**config.mk**
```make
export PLATFORM = sky130hd
export DESIGN_NAME = mezcladora_multi
export DESIGN_NICKNAME = d
export VERILOG_FILES = /design/src/rtl/mezcladora_pkg.sv /design/src/rtl/mezcladora_timer.sv /design/src/rtl/mezcladora_multi.sv
export SDC_FILE = /design/constraint.sdc
export NUM_CORES = 1
export LEC_CHECK = 0
export ABC_AREA = 0
export BUFFER_PORTS_ARGS = -buffer_cell sky130_fd_sc_hd__buf_2
export CORE_MARGIN = 2
export CORE_UTILIZATION = 40
export CTS_BUF_LIST = sky130_fd_sc_hd__clkbuf_8
export DETAILED_ROUTE_END_ITERATION = 6
export PLACE_DENSITY = 0.64
export SETUP_SLACK_MARGIN = 0.2
export SYNTH_ARGS = -nofsm -noshare
export SYNTH_HDL_FRONTEND = slang
export SYNTH_SLANG_ARGS = --single-unit
```
**constraint.sdc**
```tcl
create_clock -name Clk -period 2.65 [get_ports Clk]
set_clock_uncertainty 0.15 [all_clocks]
set_input_delay 0.265 -clock Clk [delete_from_list [all_inputs] [get_ports Clk]]
set_output_delay 0.265 -clock Clk [all_outputs]
set_load 0.02 [all_outputs]
```
**src/rtl/mezcladora_pkg.sv**
```systemverilog
// Shared types and default parameters for the mezcladora_multi mixer controller.
// The optional fill watchdog is enabled by defining MEZCLA_FILL_WDT_EN.
package mezcladora_pkg;

  typedef enum logic [2:0] {
    IDLE  = 3'd0,
    FILL  = 3'd1,
    MIX   = 3'd2,
    DRAIN = 3'd3,
    WAIT  = 3'd4,
    FAULT = 3'd5
  } state_e;

  localparam int N_CH_DEF         = 2;
  localparam int CNT_W_DEF        = 8;
  localparam int DRAIN_CYCLES_DEF = 16;
  localparam int FILL_TIMEOUT_DEF = 200;

  // A single channel still needs a one-bit index register.
  function automatic int idx_width(input int n);
    return (n > 1) ? $clog2(n) : 1;
  endfunction

endpackage

```
**src/rtl/mezcladora_timer.sv**
```systemverilog
// Loadable down-counter; tc flags the last cycle of a loaded duration (count == 1).
module mezcladora_timer #(
  parameter int W = 8
) (
  input  logic         clk,
  input  logic         rst_n,
  input  logic         load,
  input  logic [W-1:0] load_val,
  input  logic         dec,
  output logic         tc
);

  logic [W-1:0] cnt_q, cnt_d;

  // Load wins over decrement; the counter rests at zero rather than wrapping.
  always_comb begin
    cnt_d = cnt_q;
    if (load) begin
      cnt_d = load_val;
    end else if (dec && (cnt_q != '0)) begin
      cnt_d = cnt_q - W'(1);
    end
  end

  always_ff @(posedge clk or negedge rst_n) begin
    if (!rst_n) begin
      cnt_q <= '0;
    end else begin
      cnt_q <= cnt_d;
    end
  end

  assign tc = (cnt_q == W'(1));

endmodule

```
**src/rtl/mezcladora_multi.sv**
```systemverilog
// N-channel fill / counted mix / timed drain / empty-wait sequencer.
// Define MEZCLA_FILL_WDT_EN to add the FILL watchdog and the FAULT state.
module mezcladora_multi
  import mezcladora_pkg::*;
#(
  parameter int N_CH         = N_CH_DEF,
  parameter int CNT_W        = CNT_W_DEF,
  parameter int DRAIN_CYCLES = DRAIN_CYCLES_DEF,
  parameter int FILL_TIMEOUT = FILL_TIMEOUT_DEF
) (
  input  logic             Clk,
  input  logic             Reset_n,
  input  logic             Start,
  input  logic             SeqMode,
  input  logic [CNT_W-1:0] MixCycles,
  input  logic [N_CH-1:0]  Level,
  input  logic             Empty,
  output logic [N_CH-1:0]  Valve,
  output logic             Drain,
  output logic             Motor,
  output logic             Beep,
  output logic             Wait,
  output logic             Fault
);

  localparam int IDX_W = idx_width(N_CH);

  if (N_CH < 1 || N_CH > 8) begin : g_bad_n_ch
    $error("mezcladora_multi: N_CH must be in 1..8");
  end
  if (DRAIN_CYCLES < 1 || DRAIN_CYCLES >= (1 << CNT_W)) begin : g_bad_drain
    $error("mezcladora_multi: DRAIN_CYCLES must be in 1..2^CNT_W-1");
  end
  if (FILL_TIMEOUT < 1) begin : g_bad_timeout
    $error("mezcladora_multi: FILL_TIMEOUT must be at least 1");
  end

  state_e            state_q, state_d;
  logic [N_CH-1:0]   done_q, done_d;
  logic [IDX_W-1:0]  idx_q, idx_d;
  logic              seq_q, seq_d;
  logic [CNT_W-1:0]  mix_len_q, mix_len_d;
  logic              first_q, first_d;

  logic              tmr_load;
  logic [CNT_W-1:0]  tmr_val;
  logic              tmr_dec;
  logic              tmr_tc;
  logic [N_CH-1:0]   fill_hit;

  // One counter serves both MIX and DRAIN since the phases never overlap.
  mezcladora_timer #(.W(CNT_W)) u_phase_timer (
    .clk      (Clk),
    .rst_n    (Reset_n),
    .load     (tmr_load),
    .load_val (tmr_val),
    .dec      (tmr_dec),
    .tc       (tmr_tc)
  );

`ifdef MEZCLA_FILL_WDT_EN
  localparam int WDT_W = $clog2(FILL_TIMEOUT + 1);

  logic wdt_load;
  logic wdt_dec;
  logic wdt_tc;

  mezcladora_timer #(.W(WDT_W)) u_fill_wdt (
    .clk      (Clk),
    .rst_n    (Reset_n),
    .load     (wdt_load),
    .load_val (WDT_W'(FILL_TIMEOUT)),
    .dec      (wdt_dec),
    .tc       (wdt_tc)
  );
`endif

  always_ff @(posedge Clk or negedge Reset_n) begin
    if (!Reset_n) begin
      state_q   <= IDLE;
      done_q    <= '0;
      idx_q     <= '0;
      seq_q     <= 1'b0;
      mix_len_q <= '0;
      first_q   <= 1'b0;
    end else begin
      state_q   <= state_d;
      done_q    <= done_d;
      idx_q     <= idx_d;
      seq_q     <= seq_d;
      mix_len_q <= mix_len_d;
      first_q   <= first_d;
    end
  end

  assign fill_hit = Level & Valve;

  always_comb begin
    state_d   = state_q;
    done_d    = done_q;
    idx_d     = idx_q;
    seq_d     = seq_q;
    mix_len_d = mix_len_q;
    tmr_load  = 1'b0;
    tmr_val   = mix_len_q;
    tmr_dec   = 1'b0;
`ifdef MEZCLA_FILL_WDT_EN
    wdt_load  = 1'b0;
    wdt_dec   = 1'b0;
`endif

    case (state_q)
      IDLE: begin
        if (Start) begin
          state_d   = FILL;
          seq_d     = SeqMode;
          mix_len_d = (MixCycles == '0) ? CNT_W'(1) : MixCycles;
          done_d    = '0;
          idx_d     = '0;
`ifdef MEZCLA_FILL_WDT_EN
          wdt_load  = 1'b1;
`endif
        end
      end

      FILL: begin
        // A channel only counts as filled while its valve is actually open.
        done_d = done_q | fill_hit;
        if (seq_q && (fill_hit != '0)) begin
          idx_d = idx_q + IDX_W'(1);
        end
`ifdef MEZCLA_FILL_WDT_EN
        wdt_dec = 1'b1;
`endif
        if (&done_d) begin
          state_d  = MIX;
          tmr_load = 1'b1;
          tmr_val  = mix_len_q;
        end
`ifdef MEZCLA_FILL_WDT_EN
        else if (wdt_tc) begin
          state_d = FAULT;
        end
`endif
      end

      MIX: begin
        tmr_dec = 1'b1;
        if (tmr_tc) begin
          state_d  = DRAIN;
          tmr_load = 1'b1;
          tmr_val  = CNT_W'(DRAIN_CYCLES);
        end
      end

      DRAIN: begin
        tmr_dec = 1'b1;
        if (tmr_tc) begin
          state_d = WAIT;
        end
      end

      WAIT: begin
        if (Empty) begin
          state_d = IDLE;
        end
      end

      FAULT: begin
`ifdef MEZCLA_FILL_WDT_EN
        if (Empty && Start) begin
          state_d = IDLE;
        end
`else
        state_d = IDLE;
`endif
      end

      default: state_d = IDLE;
    endcase

    first_d = (state_d != state_q);
  end

  // Outputs decode only registered state, so reset clears them without a clock.
  always_comb begin
    Valve = '0;
    Drain = 1'b0;
    Motor = 1'b0;
    Beep  = 1'b0;
    Wait  = 1'b0;
    Fault = 1'b0;

    case (state_q)
      FILL: begin
        for (int i = 0; i < N_CH; i++) begin
          Valve[i] = ~done_q[i] & (~seq_q | (idx_q == IDX_W'(i)));
        end
        Motor = |done_q;
      end
      MIX: begin
        Motor = 1'b1;
        Beep  = first_q;
      end
      DRAIN: begin
        Motor = 1'b1;
        Drain = 1'b1;
        Beep  = first_q;
      end
      WAIT: begin
        Drain = 1'b1;
        Wait  = 1'b1;
      end
`ifdef MEZCLA_FILL_WDT_EN
      FAULT: begin
        Fault = 1'b1;
        Drain = 1'b1;
      end
`endif
      default: ;
    endcase
  end

endmodule

```
==> results.cfg, run 1 <==
[status]
outcome = finished, final reports clean

[placement]
detailed_placement_wirelength_estimate_um = 2140
port_buffers = 20
gp_routability_congestion = 0.775
post-place-ws_ns = 0.449
place_area_um2 = 1520

[sta]
fin_crit_ns = 2.23
hold_violations = 0
final.setup.worst_slack_ns = 0.418
final_min_period_over_clock_period_pct = 84.2
rsz0062_at_grt = false
worstMarginPinSlew_ns = 0.754
achievable-frequency_mhz = 448
timing.setup.tns_ns = 0
slew_violations = 0
finalSetupViolCount = 0
max_slew_headroom_pct = 49.3

[power]
ir_worst_vdd_v = 0.000479
powerDensity_nw_per_um2 = 1080
cellLeakagePower_nw = 0.671

[synthesis]
synth_seq_area_share_pct = 43.8
synth_top_cell_area_share_pct = 43.8
synth_mux_area_share_pct = 8.02
syn-num-nets = 156
synth_top_family_by_area = simple AND/OR/NAND/NOR gates
synth-edff-count = 0
post_synth_num_cell_types = 44
post_synth_and_or_nand_nor_area_fraction_pct = 20.8
synthXorXnorAreaFrac_pct = 3.19
synth_fa_ha_area_share_pct = 1.82
postSynthRegisterBits = 24
synth_warnings = 0
synthMostInstantiatedCell = sky130_fd_sc_hd__dfrtp_1
synth_ff_type = sky130_fd_sc_hd__dfrtp_1
synth_compound_area_share_pct = 18.5
post_synth.cell_area_avg_um2 = 9.87
async_flop_share_pct = 100
synth_top_cells_by_count = sky130_fd_sc_hd__dfrtp_1, sky130_fd_sc_hd__nor2_1, sky130_fd_sc_hd__a21oi_1, sky130_fd_sc_hd__o21ai_0
yosys-top-cells-area = sky130_fd_sc_hd__dfrtp_1, sky130_fd_sc_hd__mux2_2, sky130_fd_sc_hd__a21oi_1
syn_area_um2 = 1370
syn_inst = 139
yosysTopAreaCell = sky130_fd_sc_hd__dfrtp_1

[final_layout]
area_growth_pct = 15.3
design_area_um2 = 1580
nFillCells = 352
fin_nets = 179
antenna-diode-count = 0
post_route_cells_drive_above_1_share_pct = 28.6
layout.core_utilization_pct = 47.8

[route]
route.vias.total = 1134
drt_drc_violations_left = 0
first_iter_violations = 36
drt-total-wl_um = 2870
via_per_inst = 5.48
drt.antenna.violating_nets = 0
first_pass_iters = 4
route.detailed.wl_per_inst_um = 13.9

[clocking]
clock_latency_ns = 0.26
cts.sink_count = 24
cts.reportedPaths.clkPinSlew_ns = 0.08
clk_root_buffer_cell = sky130_fd_sc_hd__clkbuf_8
htree_levels = 1
clk_path_buf_depth = 2
tritoncts.num_buffers = 3
tritoncts = done
post-cts-setup-buffers = 0

[grt]
first_global_vias = 1078
pin_count_of_the_biggest_net_entering_global_routing = 25
grt-ovfl-total = 0
grt_first_pass_wirelength_um = 5000
antenna_violations_before_repair = 0
global_route.usage.total_pct = 15.9

[floorplan]
floorplan.initialDensity_pct = 41.5
design.die.area_um2 = 3920
floorplan.core_area_um2 = 3310
die-height_um = 62.6
ioPinCount = 22
fp.dieW_um = 62.6
std_cell_rows = 21

[setup_path]
largest_stage_delay_on_the_critical_path_ns = 0.50
cp.required_ns = 2.68
worstPathBufferInverterCount = 1
crit_path_end_kind = register
timing.critical_path.slowest_stage_cell = sky130_fd_sc_hd__or4_4
worst_path_dominant_cell_family = simple AND/OR/NAND/NOR gates
critical_path_arrival_ns = 2.26
start_kind = register
path_cells = inv_1, ha_1, or3b_2, or4_4, and2_4, a311oi_2
crit_fanout = 3
path_class = reg2reg

[hold_path]
min-delay-path-class = in2reg

[flow_run]
number_of_maximum_capacitance_constraint_violations = 0
cell usage in the layout (no fill, tap or decap), types with 3 or more instances in the layout:
| cell | synthesis | routed |
|---|---|---|
| sky130_fd_sc_hd__nand2_1 | 8 | 8 |
| sky130_fd_sc_hd__o21ai_0 | 9 | 9 |
| sky130_fd_sc_hd__or2_2 | 3 | 3 |
| sky130_fd_sc_hd__inv_1 | 8 | 8 |
| sky130_fd_sc_hd__a21oi_1 | 9 | 9 |
| sky130_fd_sc_hd__nor2_1 | 12 | 12 |
| sky130_fd_sc_hd__xnor2_1 | 3 | 3 |
| sky130_fd_sc_hd__clkbuf_8 | 0 | 4 |
| sky130_fd_sc_hd__nor3_1 | 5 | 5 |
| sky130_fd_sc_hd__buf_2 | 1 | 20 |
| sky130_fd_sc_hd__dfrtp_1 | 24 | 24 |
| sky130_fd_sc_hd__mux2_2 | 8 | 8 |
| sky130_fd_sc_hd__a211oi_1 | 3 | 3 |
flip-flops by register name, indices dropped and copies added (netlist names):
signal and flops:
first_q 1, mix_len_q 8, done_q 2, state_q 3, u_phase_timer.cnt_q 8, seq_q 1
idx_q 1
through the flow:
| step | instances | total power, mW | hold WS, ns |
|---|---|---|---|
| finish | 207 | 1.70 | 0.0461 |
| global route | 207 | 1.85 | 0.0539 |
| CTS | 207 | 1.71 | 0.0442 |
| detailed placement | 202 | 1.46 | 0.131 |
| global placement | 202 | 1.43 | 0.119 |
| floorplan | 139 | 1.27 | -0.181 |
final timing paths:
kind,start,endpoint,slack (ns),cells past startpoint
setup / recovery,u_phase_timer.cnt_q[1],first_q,0.42,6
hold / removal,SeqMode,seq_q,0.05,3
setup reg to reg,u_phase_timer.cnt_q[1],first_q,0.42,6
hold reg to reg,mix_len_q[6],u_phase_timer.cnt_q[6],0.36,2
max in group asynchronous,Reset_n,first_q,1.64,2
min in group asynchronous,Reset_n,done_q[1],0.35,2
worst reg2reg max path, stage by stage (launching register included):
cell	delay, ns
sky130_fd_sc_hd__dfrtp_1	0.38
sky130_fd_sc_hd__inv_1	0.09
sky130_fd_sc_hd__ha_1	0.17
sky130_fd_sc_hd__or3b_2	0.48
sky130_fd_sc_hd__or4_4	0.50
sky130_fd_sc_hd__and2_4	0.16
sky130_fd_sc_hd__a311oi_2	0.21
logic make-up after synthesis:
| logic type | Yosys count |
|---|---|
| buf+inv | 12 |
| xor+xnor | 5 |
| mux | 10 |
| simple gates | 48 |
| other cells | 1 |
| compound gates | 37 |
| flops | 24 |
| fa+ha+maj | 2 |
what timing repair did:
| item | CTS | global route |
|---|---|---|
| hold endpoints to repair | 24 | 0 |
| hold buffers | 1 | 0 |
| resized for setup | 0 | 0 |
area by class of cell:
type | count | area (um^2) | area share (%)
inverter | 8 | 30.0 | 1.90
sequential | 24 | 601 | 37.9
timing repair buffer | 22 | 118 | 7.43
multi-input combinational | 103 | 722 | 45.6
clock buffer | 4 | 55.1 | 3.48
tap | 46 | 57.6 | 3.64
per-layer routing:
layer	vias up	GRT usage (%)	routed length (um)
met2	29	23.7	1390
met1	548	23.4	1320
met5	-	0	0
met4	0	5.83	38
met3	5	2.34	123
li1	552	-	-
report_power, final:
part	internal, mW	switching, mW	total (mW)
logic	0.348	0.376	0.725
clock network	0.133	0.116	0.249
registers	0.541	0.191	0.732
Note: power is estimated with default switching activity, not from simulation.
==> run 2, diff against run 1 <==
==> constraint.sdc (replaced) <==
create_clock -name Clk -period 2.1 [get_ports Clk]
set_clock_uncertainty 0.15 [all_clocks]
set_input_delay 0.21 -clock Clk [delete_from_list [all_inputs] [get_ports Clk]]
set_output_delay 0.21 -clock Clk [all_outputs]
set_load 0.02 [all_outputs]
==> results.cfg, run 2 (synthesis results as in run 1) <==
[final_layout]
design_area_um2 = 1860
post_route_cells_drive_above_1_share_pct = 41.3
final_cell_mix = sky130_fd_sc_hd__dfrtp_1, sky130_fd_sc_hd__buf_2, sky130_fd_sc_hd__buf_4, sky130_fd_sc_hd__nor2_1, sky130_fd_sc_hd__a21oi_1
layout.core_utilization_pct = 56.2
nFillCells = 301
antenna-diode-count = 0
fin_nets = 197
area_growth_pct = 35.6
final_common_cell = sky130_fd_sc_hd__dfrtp_1
layout_top_registers = mix_len_q (8), u_phase_timer.cnt_q (8), state_q (3)

[power]
power.share.combinational_pct = 52.2
power.switching_fraction_pct = 40.1
powerDensity_nw_per_um2 = 1360
ir_worst_vdd_v = 0.000754
sequentialPowerShare_pct = 35.7
clockPowerShare_pct = 12.1
p_int_mw = 1.52
cellLeakagePower_nw = 0.784
netSwitchingPower_mw = 1.01

[setup_path]
crit_path_end_kind = register
cp.required_ns = 2.13
path_class = reg2reg
start_kind = register
critical_path_arrival_ns = 2.09
crit_fanout = 3

[grt]
grt_first_pass_wirelength_um = 4910
antenna_violations_before_repair = 0
global_route.usage.total_pct = 15.9
pin_count_of_the_biggest_net_entering_global_routing = 25
first_global_vias = 1142
grt-ovfl-total = 0

[route]
first_iter_violations = 34
drt_drc_violations_left = 0
route.detailed.wl_per_inst_um = 13.7
drt-total-wl_um = 3090
first_pass_iters = 4
drt.antenna.violating_nets = 0
route.vias.total = 1195
via_per_inst = 5.31

[floorplan]
floorplan.initialDensity_pct = 41.5
std_cell_rows = 21
ioPinCount = 22
design.die.area_um2 = 3920
die-height_um = 62.6
fp.dieW_um = 62.6
floorplan.core_area_um2 = 3310

[sta]
max_slew_headroom_pct = 65.0
fin_worst_hold_slack_ns = 0.0375
finalSetupViolCount = 0
slew_violations = 0
hold_violations = 0
fin_crit_ns = 2.06
rsz0062_at_grt = true
worstMarginPinSlew_ns = 0.525
achievable-frequency_mhz = 486
final_min_period_over_clock_period_pct = 98.1

[placement]
port_buffers = 20
place_area_um2 = 1610
gp_routability_congestion = 0.776
detailed_placement_wirelength_estimate_um = 2160

[flow_run]
number_of_maximum_capacitance_constraint_violations = 0

[hold_path]
min-delay-path-class = in2reg

[clocking]
clk_path_buf_depth = 2
clock_latency_ns = 0.26
clk_root_buffer_cell = sky130_fd_sc_hd__clkbuf_8
tritoncts.num_buffers = 3
htree_levels = 1
tritoncts = done
cts.reportedPaths.clkPinSlew_ns = 0.08
cts.sink_count = 24

[status]
outcome = finished, final reports clean
==> run 2: cell count changes in the layout (fill, tap and decap cells not counted), sizes merged <==
cell / change
buf: +16
dlygate4sd3: +2
==> run 2: power by group through the flow <==
| stage | sequential [mW] | combinational [mW] | clock [mW] |
|---|---|---|---|
| global placement | 0.878 | 1.07 | 0 |
| finish | 0.903 | 1.32 | 0.306 |
| floorplan | 0.861 | 0.778 | 0 |
| detailed placement | 0.890 | 1.08 | 0 |
| CTS | 0.882 | 1.15 | 0.320 |
| global route | 0.934 | 1.45 | 0.337 |
==> run 2: worst paths after layout <==
kind | startpoint | end | slack [ns] | cells past startpoint
worst min register to register | mix_len_q[6] | u_phase_timer.cnt_q[6] | 0.35 | 2
worst max register to register | u_phase_timer.cnt_q[1] | first_q | 0.04 | 6
worst max-delay path | u_phase_timer.cnt_q[1] | first_q | 0.04 | 6
min in group asynchronous | Reset_n | idx_q | 0.29 | 2
worst min-delay path | MixCycles[1] | mix_len_q[1] | 0.04 | 2
max in group asynchronous | Reset_n | u_phase_timer.cnt_q[7] | 1.15 | 2
==> run 2: worst max-delay path: stages, from the launching register on <==
cell	delay, ns
sky130_fd_sc_hd__dfrtp_1	0.40
sky130_fd_sc_hd__inv_2	0.09
sky130_fd_sc_hd__ha_4	0.13
sky130_fd_sc_hd__or3b_4	0.38
sky130_fd_sc_hd__or4_4	0.49
sky130_fd_sc_hd__and2_4	0.16
sky130_fd_sc_hd__a311oi_2	0.18
==> run 2: metrics by stage <==
stage               worst slack [ns]  instances  power, mW  setup TNS [ns]
global placement              0.0587        211       1.95               0
finish                        0.0407        225       2.53               0
CTS                           0.0561        223       2.35               0
detailed placement            0.0140        211       1.98               0
global route                 -0.0274        225       2.72         -0.0325
floorplan                     0.0844        139       1.64               0
==> run 2: area by class of cell <==
type | count | area [um^2] | share of cell area (%)
inverter | 8 | 30.0 | 1.61
multi-input combinational | 103 | 830 | 44.6
tap | 46 | 57.6 | 3.09
timing repair buffer | 40 | 289 | 15.5
sequential | 24 | 601 | 32.3
clock buffer | 4 | 55.1 | 2.96
==> run 2: metal layers <==
metal	up-vias	track usage, %	wire [um]
met3	5	2.34	124
li1	587	-	-
met4	0	7.22	48
met1	579	21.0	1400
met2	24	25.9	1510
met5	-	0	0
==> run 2: timing repair <==
item / in CTS / in global routing
hold buffers: 3 / 0
endpoints found under the setup margin: 11 / 20
gates cloned: 0 / 0
pin swaps: 3 / 4
setup buffers: 5 / 2
endpoints found under the hold margin: 26 / 0
gates resized for setup: 7 / 17
